File: config.mk
export PLATFORM = sky130hd
export DESIGN_NAME = led_status_pager
export DESIGN_NICKNAME = d
export VERILOG_FILES = /design/src/rtl/led_status_pager.sv
export SDC_FILE = /design/constraint.sdc
export NUM_CORES = 1
export LEC_CHECK = 0
export CAP_MARGIN = 20
export CORE_MARGIN = 2
export CORE_UTILIZATION = 40
export CTS_BUF_LIST = sky130_fd_sc_hd__clkbuf_8
export DETAILED_ROUTE_END_ITERATION = 8
export DONT_BUFFER_PORTS = 1
export SYNTH_ARGS = -nofsm -noshare
export SYNTH_HDL_FRONTEND = slang
export SYNTH_SLANG_ARGS = --single-unit
File: constraint.sdc
create_clock -name clk -period 4.1 [get_ports clk]
set_input_delay 0.615 -clock clk [delete_from_list [all_inputs] [get_ports clk]]
set_output_delay 0.615 -clock clk [all_outputs]
set_load 0.02 [all_outputs]
File: src/rtl/led_status_pager.sv
// LED status pager: one-hot FSM state on LEDR[3:0], paged and blinking data field above it.
module led_status_pager #(
    parameter int unsigned DATA_W    = 8,
    parameter int unsigned LED_W     = 10,
    parameter int unsigned PAGE_DIV  = 50_000_000,
    parameter int unsigned BLINK_DIV = 12_500_000
) (
    input  logic              clk,
    input  logic              rst_n,
    input  logic [1:0]        state,
    input  logic [DATA_W-1:0] A_registered,
    input  logic [DATA_W-1:0] B_registered,
    input  logic [2:0]        OP_registered,
    input  logic [DATA_W-1:0] result,
    input  logic              err,
    input  logic              page_next,
    input  logic              auto_page,
    output logic [LED_W-1:0]  LEDR
);

    localparam int unsigned DF      = LED_W - 4;
    localparam int unsigned NPAGES  = (DATA_W + DF - 1) / DF;
    localparam int unsigned SRC_W   = NPAGES * DF;
    localparam int unsigned PAGE_W  = (NPAGES > 1) ? $clog2(NPAGES) : 1;
    localparam int unsigned TMR_W   = (PAGE_DIV > 1) ? $clog2(PAGE_DIV) : 1;
    localparam int unsigned BLK_W   = (BLINK_DIV > 1) ? $clog2(BLINK_DIV) : 1;

    logic [1:0]        state_q;
    logic [PAGE_W-1:0] page_q;
    logic [TMR_W-1:0]  page_tmr_q;
    logic [BLK_W-1:0]  blink_cnt_q;
    logic              blink_ph_q;
    logic              prev_page_next_q;

    logic [1:0]        state_d;
    logic [PAGE_W-1:0] page_d;
    logic [TMR_W-1:0]  page_tmr_d;
    logic [BLK_W-1:0]  blink_cnt_d;
    logic              blink_ph_d;
    logic [LED_W-1:0]  ledr_d;

    logic              state_chg;
    logic              edge_adv;
    logic              tmr_exp;
    logic              advance;
    logic [DATA_W-1:0] src;
    logic [SRC_W-1:0]  src_ext;
    logic [DF-1:0]     field;
    logic [3:0]        onehot;

    // Register update; reset overrides everything.
    always_ff @(posedge clk) begin
        if (!rst_n) begin
            state_q          <= 2'b00;
            page_q           <= '0;
            page_tmr_q       <= '0;
            blink_cnt_q      <= '0;
            blink_ph_q       <= 1'b1;
            prev_page_next_q <= 1'b0;
            LEDR             <= '0;
        end else begin
            state_q          <= state_d;
            page_q           <= page_d;
            page_tmr_q       <= page_tmr_d;
            blink_cnt_q      <= blink_cnt_d;
            blink_ph_q       <= blink_ph_d;
            prev_page_next_q <= page_next;
            LEDR             <= ledr_d;
        end
    end

    // Next page, timers, blink phase and the LED word built from post-update page/phase.
    always_comb begin
        state_d     = state;
        page_d      = page_q;
        page_tmr_d  = page_tmr_q;
        blink_cnt_d = blink_cnt_q;
        blink_ph_d  = blink_ph_q;
        src         = '0;
        field       = '0;
        onehot      = '0;

        state_chg = (state != state_q);
        edge_adv  = page_next & ~prev_page_next_q;
        tmr_exp   = auto_page && (page_tmr_q == TMR_W'(PAGE_DIV - 1));
        advance   = edge_adv | tmr_exp;

        // State change wins over any advance; two advance sources still step once.
        if (state_chg) begin
            page_d = '0;
        end else if (advance) begin
            if (page_q == PAGE_W'(NPAGES - 1)) begin
                page_d = '0;
            end else begin
                page_d = page_q + PAGE_W'(1);
            end
        end

        if (!auto_page || advance || state_chg) begin
            page_tmr_d = '0;
        end else begin
            page_tmr_d = page_tmr_q + TMR_W'(1);
        end

        if (!err) begin
            blink_cnt_d = '0;
            blink_ph_d  = 1'b1;
        end else if (blink_cnt_q == BLK_W'(BLINK_DIV - 1)) begin
            blink_cnt_d = '0;
            blink_ph_d  = ~blink_ph_q;
        end else begin
            blink_cnt_d = blink_cnt_q + BLK_W'(1);
        end

        case (state)
            2'b00:   src = DATA_W'(OP_registered);
            2'b01:   src = A_registered;
            2'b10:   src = B_registered;
            default: src = result;
        endcase

        // Bits above DATA_W come from the zero extension.
        src_ext = SRC_W'(src);
        for (int unsigned p = 0; p < NPAGES; p++) begin
            if (page_d == PAGE_W'(p)) begin
                field = src_ext[p*DF +: DF];
            end
        end
        if (!blink_ph_d) begin
            field = '0;
        end

        onehot[state] = 1'b1;
        ledr_d = {field, onehot};
    end

endmodule

==> flow_summary.toml, run 1 <==
[run]
drv_cap = 0

[route]
via_count = 2319
first_pass_iters = 4
post_drt_wl_per_cell_um = 13.0
wirelength_um = 5830
drtIter0Drc = 111
via_per_inst = 5.16
drc = 0
antenna_left = 0

[clock_network]
cts_hold_buf = 0
clockBufferDepth = 2
cts_tree = "done"
clock_latency_ns = 0.34
postCtsSetupBuffers = 0
clock-sinks = 65
cts_resized = 0
cts_root_buffer = "clkbuf_8"
cts_buffers = 9
clk_pin_slew_ns = 0.07
htreeDepth = 3

[critical_path]
path_max_fanout = 24
setup.worst_path.start_class = "register"
reg2regPathDepth = 4
slowest_delay_ns = 0.79
path_class = "reg -> reg"
r2r_setup_slack_ns = 1.61
slowest_stage = "o211ai_2"
rr_startpoint = "blink_cnt_q[14]"
cp.arrival_ns = 2.67
crit_path_end_kind = "register"
crit_chain = "or4b_1 > or4_4 > o211ai_2 > nor2_1"
endpoint = "blink_cnt_q[23]"
critPathLaunch = "blink_cnt_q[14]"
cp_data_required_time_ns = 4.28
r2r-end = "blink_cnt_q[23]"

[timing]
whs_ns = 0.339
rsz0062_at_grt = "false"
finalHoldViolCount = 0
tns_ns = 0
slew_viol_final = 0
max_slew_margin_pct = 34.3
fin_worst_skew_ns = 0.00906
min_period_ns = 2.49
maxClockFrequency_mhz = 401
worstMarginPinSlew_ns = 0.982
final.period_utilization_pct = 60.8
setup_viol = 0

[global_routing]
antenna_found_initial = 0
grt_max_degree = 27
grt_pass1_wl_um = 10200
grt_usage_pct = 15.0
grt_pass1_vias = 2181
grt_overflow_total = 0

[place]
dpl.hpwl_um = 4100
io_buffers = 0
gp_congestion = 0.775

[run_status]
status = "completed"

[cells_and_area]
final_cell_mix = "dfxtp_1, nor2_1, xnor2_1"
layout_commonest_cell = "dfxtp_1"
drive_gt1_share_pct = 9.22
antenna-diode-count = 0
layout.nets = 378
syn_to_final_growth_pct = 8.70

[synthesis]
ys_seq_area_share_pct = 42.1
synth_fp_nets = 380
synth_ff_type = "dfxtp_1"
ys_ff_latch = 65
synthCells = 344
synth_cell_types = 44
async_flop_share_pct = 0
syn_area_um2 = 3090
syn-mean-instance-area_um2 = 8.98
yosys_warnings = 0
synth_edf_count = 0

[pwr]
leakage_uw = 0.00102
power_density_nw_per_um2 = 376
power_uw = 1260
ir_drop_v = 0.000189

[floorplanning]
chipWidth_um = 91.9
core-area_um2 = 7610
fp.dieArea_um2 = 8450
start_util_pct = 40.6
rows = 32
die_y_um = 91.9
ios = 44

[min_path]
hold_path_class = "in -> reg"
-- routing by layer --
layer	global-route usage [%]	wire [µm]	vias up
li1	-	-	1202
met1	19.0	2760	1069
met2	23.4	2790	40
met3	5.26	197	8
met4	6.22	75	0
met5	0	0	-
-- power breakdown --
part	switching [µW]	internal (µW)
clock network	242	312
logic	28.8	24.4
registers	14.2	641
total	285	977
-- cells in the mapped netlist, types with 2 or more instances --
cell type,n,share of area (%)
nand4_1,12,2.4
a22oi_1,5,1.2
mux4_2,3,2.2
buf_6,2,0.73
nor4_1,7,1.4
nor2_1,53,6.4
or3_1,2,0.40
o21ai_0,2,0.32
nor4bb_1,2,0.65
xor2_1,11,3.1
clkbuf_1,10,1.2
nor3b_1,2,0.49
and4_1,3,0.85
ha_1,2,0.81
nand2_1,17,2.1
and2_1,5,1.0
nor3_1,16,2.6
a211oi_1,6,1.5
mux2_2,5,1.8
buf_2,2,0.32
or4b_1,2,0.65
and3_1,9,1.8
inv_1,12,1.5
xnor2_1,35,9.9
dfxtp_1,65,42
a2111oi_0,2,0.57
nand3_1,26,4.2
nor2b_1,5,1.0
a31oi_1,2,0.40
a21oi_1,3,0.49
o41ai_1,2,0.57
nand2b_1,2,0.40
-- state kept, by name, indices dropped and copies added, names as in the netlist --
| register | count |
|---|---|
| page_tmr_q | 26 |
| blink_cnt_q | 24 |
| blink_ph_q | 1 |
| page_q | 1 |
| LEDR | 10 |
| state_q | 2 |
| prev_page_next_q | 1 |
-- critical path, delay by kind of cell (launching register included) --
family,cells,cell delay (ns)
flops,1,0.34
simple gates,3,1.21
compound gates,1,0.79
-- logic make-up (layout without fill, tap and decap cells) --
logic type      Yosys count  in the layout  synth area share (%)
compound gates           25             25                  6.36
simple gates            171            171                  29.4
buf+inv                  26             29                  3.72
fa+ha+maj                 2              2                 0.810
flops                    65             65                  42.1
xor+xnor                 47             47                  13.6
mux                       8              8                  4.01
-- metrics by stage --
stage	utilization [%]	area, µm²	std cells	setup slack (ns)
finish	44.2	3360	449	1.61
global route	44.2	3360	449	1.43
CTS	44.1	3350	448	1.43
detailed placement	41.4	3150	432	1.46
global placement	41.4	3150	432	1.56
floorplan	-	3090	344	1.69
-- layout make-up --
class                      instances  area (µm²)
sequential                        65        1300
clock buffer                      11         151
timing repair buffer               1        5.00
multi-input combinational        253        1670
fill                             747        4250
tap                              102         128
clock inverter                     5        55.1
inverter                          12        45.0
-- worst min-delay path by stage --
stage,from,end,slack (ns),cells past startpoint
floorplan,page_tmr_q[0],page_tmr_q[0],0.43,1
global placement,page_tmr_q[0],page_tmr_q[0],0.45,1
detailed placement,page_tmr_q[0],page_tmr_q[0],0.46,1
CTS,state[1],LEDR[1],0.32,1
global route,state[1],LEDR[1],0.31,1
finish,state[1],LEDR[1],0.34,1
Note: power is estimated with default switching activity, not from simulation.
==> run 2, diff against run 1 <==
==> constraint.sdc (replaced) <==
create_clock -name clk -period 2.5 [get_ports clk]
set_input_delay 0.375 -clock clk [delete_from_list [all_inputs] [get_ports clk]]
set_output_delay 0.375 -clock clk [all_outputs]
set_load 0.02 [all_outputs]
==> run 2 against run 1 <==
Against the previous run: worst setup slack got worse by 1.4 ns; sequential share of layout area down 0.83 points; die area unchanged; register-to-register slack got worse by 1.4 ns.
==> flow_summary.toml, run 2 (same netlist as run 1, synthesis figures left out) <==
[timing]
maxClockFrequency_mhz = 445
fin_ws_ns = 0.251
final.period_utilization_pct = 90.0
slew_viol_final = 0
fin_worst_skew_ns = 0.00876
worstMarginPinSlew_ns = 0.474
tns_ns = 0
rsz0062_at_grt = "false"
min_period_ns = 2.25
setup_viol = 0
finalHoldViolCount = 0
max_slew_margin_pct = 67.6

[critical_path]
path_max_fanout = 6
crit_family = "simple AND/OR/NAND/NOR gates"
slowest_delay_ns = 0.54
path_depth = 5
cp_data_required_time_ns = 2.71
reg2regPathDepth = 5
critPathBufInv = 0
crit_path_end_kind = "register"
cp.arrival_ns = 2.46
slowest_stage = "or4_1"
setup.worst_path.start_class = "register"
path_class = "reg -> reg"
crit_chain = "or4_1 > or4_4 > o21a_1 > o31ai_4 > a211oi_1"

[floorplanning]
ios = 44
core-area_um2 = 7610
start_util_pct = 40.6
rows = 32
die_y_um = 91.9
fp.dieArea_um2 = 8450
chipWidth_um = 91.9

[clock_network]
cts_buffers = 9
cts_tree = "done"
clock-sinks = 65
cts_hold_buf = 0
clockBufferDepth = 2
htreeDepth = 3
clk_pin_slew_ns = 0.08
postCtsSetupBuffers = 0
cts_resized = 0
cts_root_buffer = "clkbuf_8"
clock_latency_ns = 0.34

[pwr]
ir_drop_v = 0.000246
power_density_nw_per_um2 = 649
leakage_uw = 0.00104

[cells_and_area]
syn_to_final_growth_pct = 11.1
largest_registers = "page_tmr_q: 26 flops, blink_cnt_q: 24 flops, LEDR: 10 flops"
layout_commonest_cell = "dfxtp_1"
top_register = "page_tmr_q"
layout.nets = 381
final_cell_mix = "dfxtp_1, nor2_1, xnor2_1"
largest_reg_flops = 26
drive_gt1_share_pct = 10.3
antenna-diode-count = 0

[global_routing]
antenna_found_initial = 0
grt_usage_pct = 15.4
grt_max_degree = 27
grt_pass1_wl_um = 10400
grt_overflow_total = 0
grt_pass1_vias = 2263

[route]
drtIter0Drc = 105
via_count = 2317
via_per_inst = 5.13
post_drt_wl_per_cell_um = 13.0
wirelength_um = 5870
antenna_left = 0
drc = 0
first_pass_iters = 4

[place]
io_buffers = 0
dpl.hpwl_um = 4140
pre_cts_ws_ns = 0.288
gp_congestion = 0.841

[min_path]
hold_path_class = "in -> reg"
whs_path_depth = 1

[run_status]
status = "completed"

[run]
drv_cap = 0
## run 2: cell types whose count changed in the layout (fill, tap and decap cells not counted)
cell and delta:
buf_4 +3, bufinv_16 +2, clkbuf_8 -2, buf_12 +1, buf_2 -1, clkinvlp_4 +1, inv_1 -1
## run 2: where the power goes
group | switching, µW | leakage, µW | internal [µW]
sequential | 23.9 | 0.000527 | 1050
combinational | 47.7 | 0.000402 | 42.8
clock | 402 | 0.000115 | 661
total | 474 | 0.00104 | 1760
## run 2: final timing paths
check                       from  slack (ns)            end
setup / recovery  blink_cnt_q[8]        0.25        LEDR[6]
hold / removal          state[0]         0.1        LEDR[2]
setup reg to reg  blink_cnt_q[8]        0.25        LEDR[6]
hold reg to reg    page_tmr_q[0]        0.46  page_tmr_q[0]
## run 2: through the flow
stage	hold WS, ns	instance area, µm²	util (%)	power (µW)	std cells
after floorplan	0.426	3090	-	1180	344
final	0.0996	3430	45.1	2230	452
after global placement	0.444	3190	41.9	1190	436
after global routing	0.0713	3430	45.1	2330	452
after CTS	0.0861	3430	45.1	2260	452
after detailed placement	0.450	3190	41.9	1190	436
## run 2: layout make-up
type / count / area, µm²
multi-input combinational: 253 / 1670
fill: 738 / 4170
sequential: 65 / 1300
tap: 102 / 128
clock inverter: 7 / 119
clock buffer: 9 / 124
inverter: 12 / 45.0
timing repair buffer: 4 / 42.5
## run 2: routing by layer
layer,global-route usage (%),wire length [µm]
met1,19.5,2800
met2,24.2,2770
met3,5.59,212
met4,5.22,89
met5,0,0
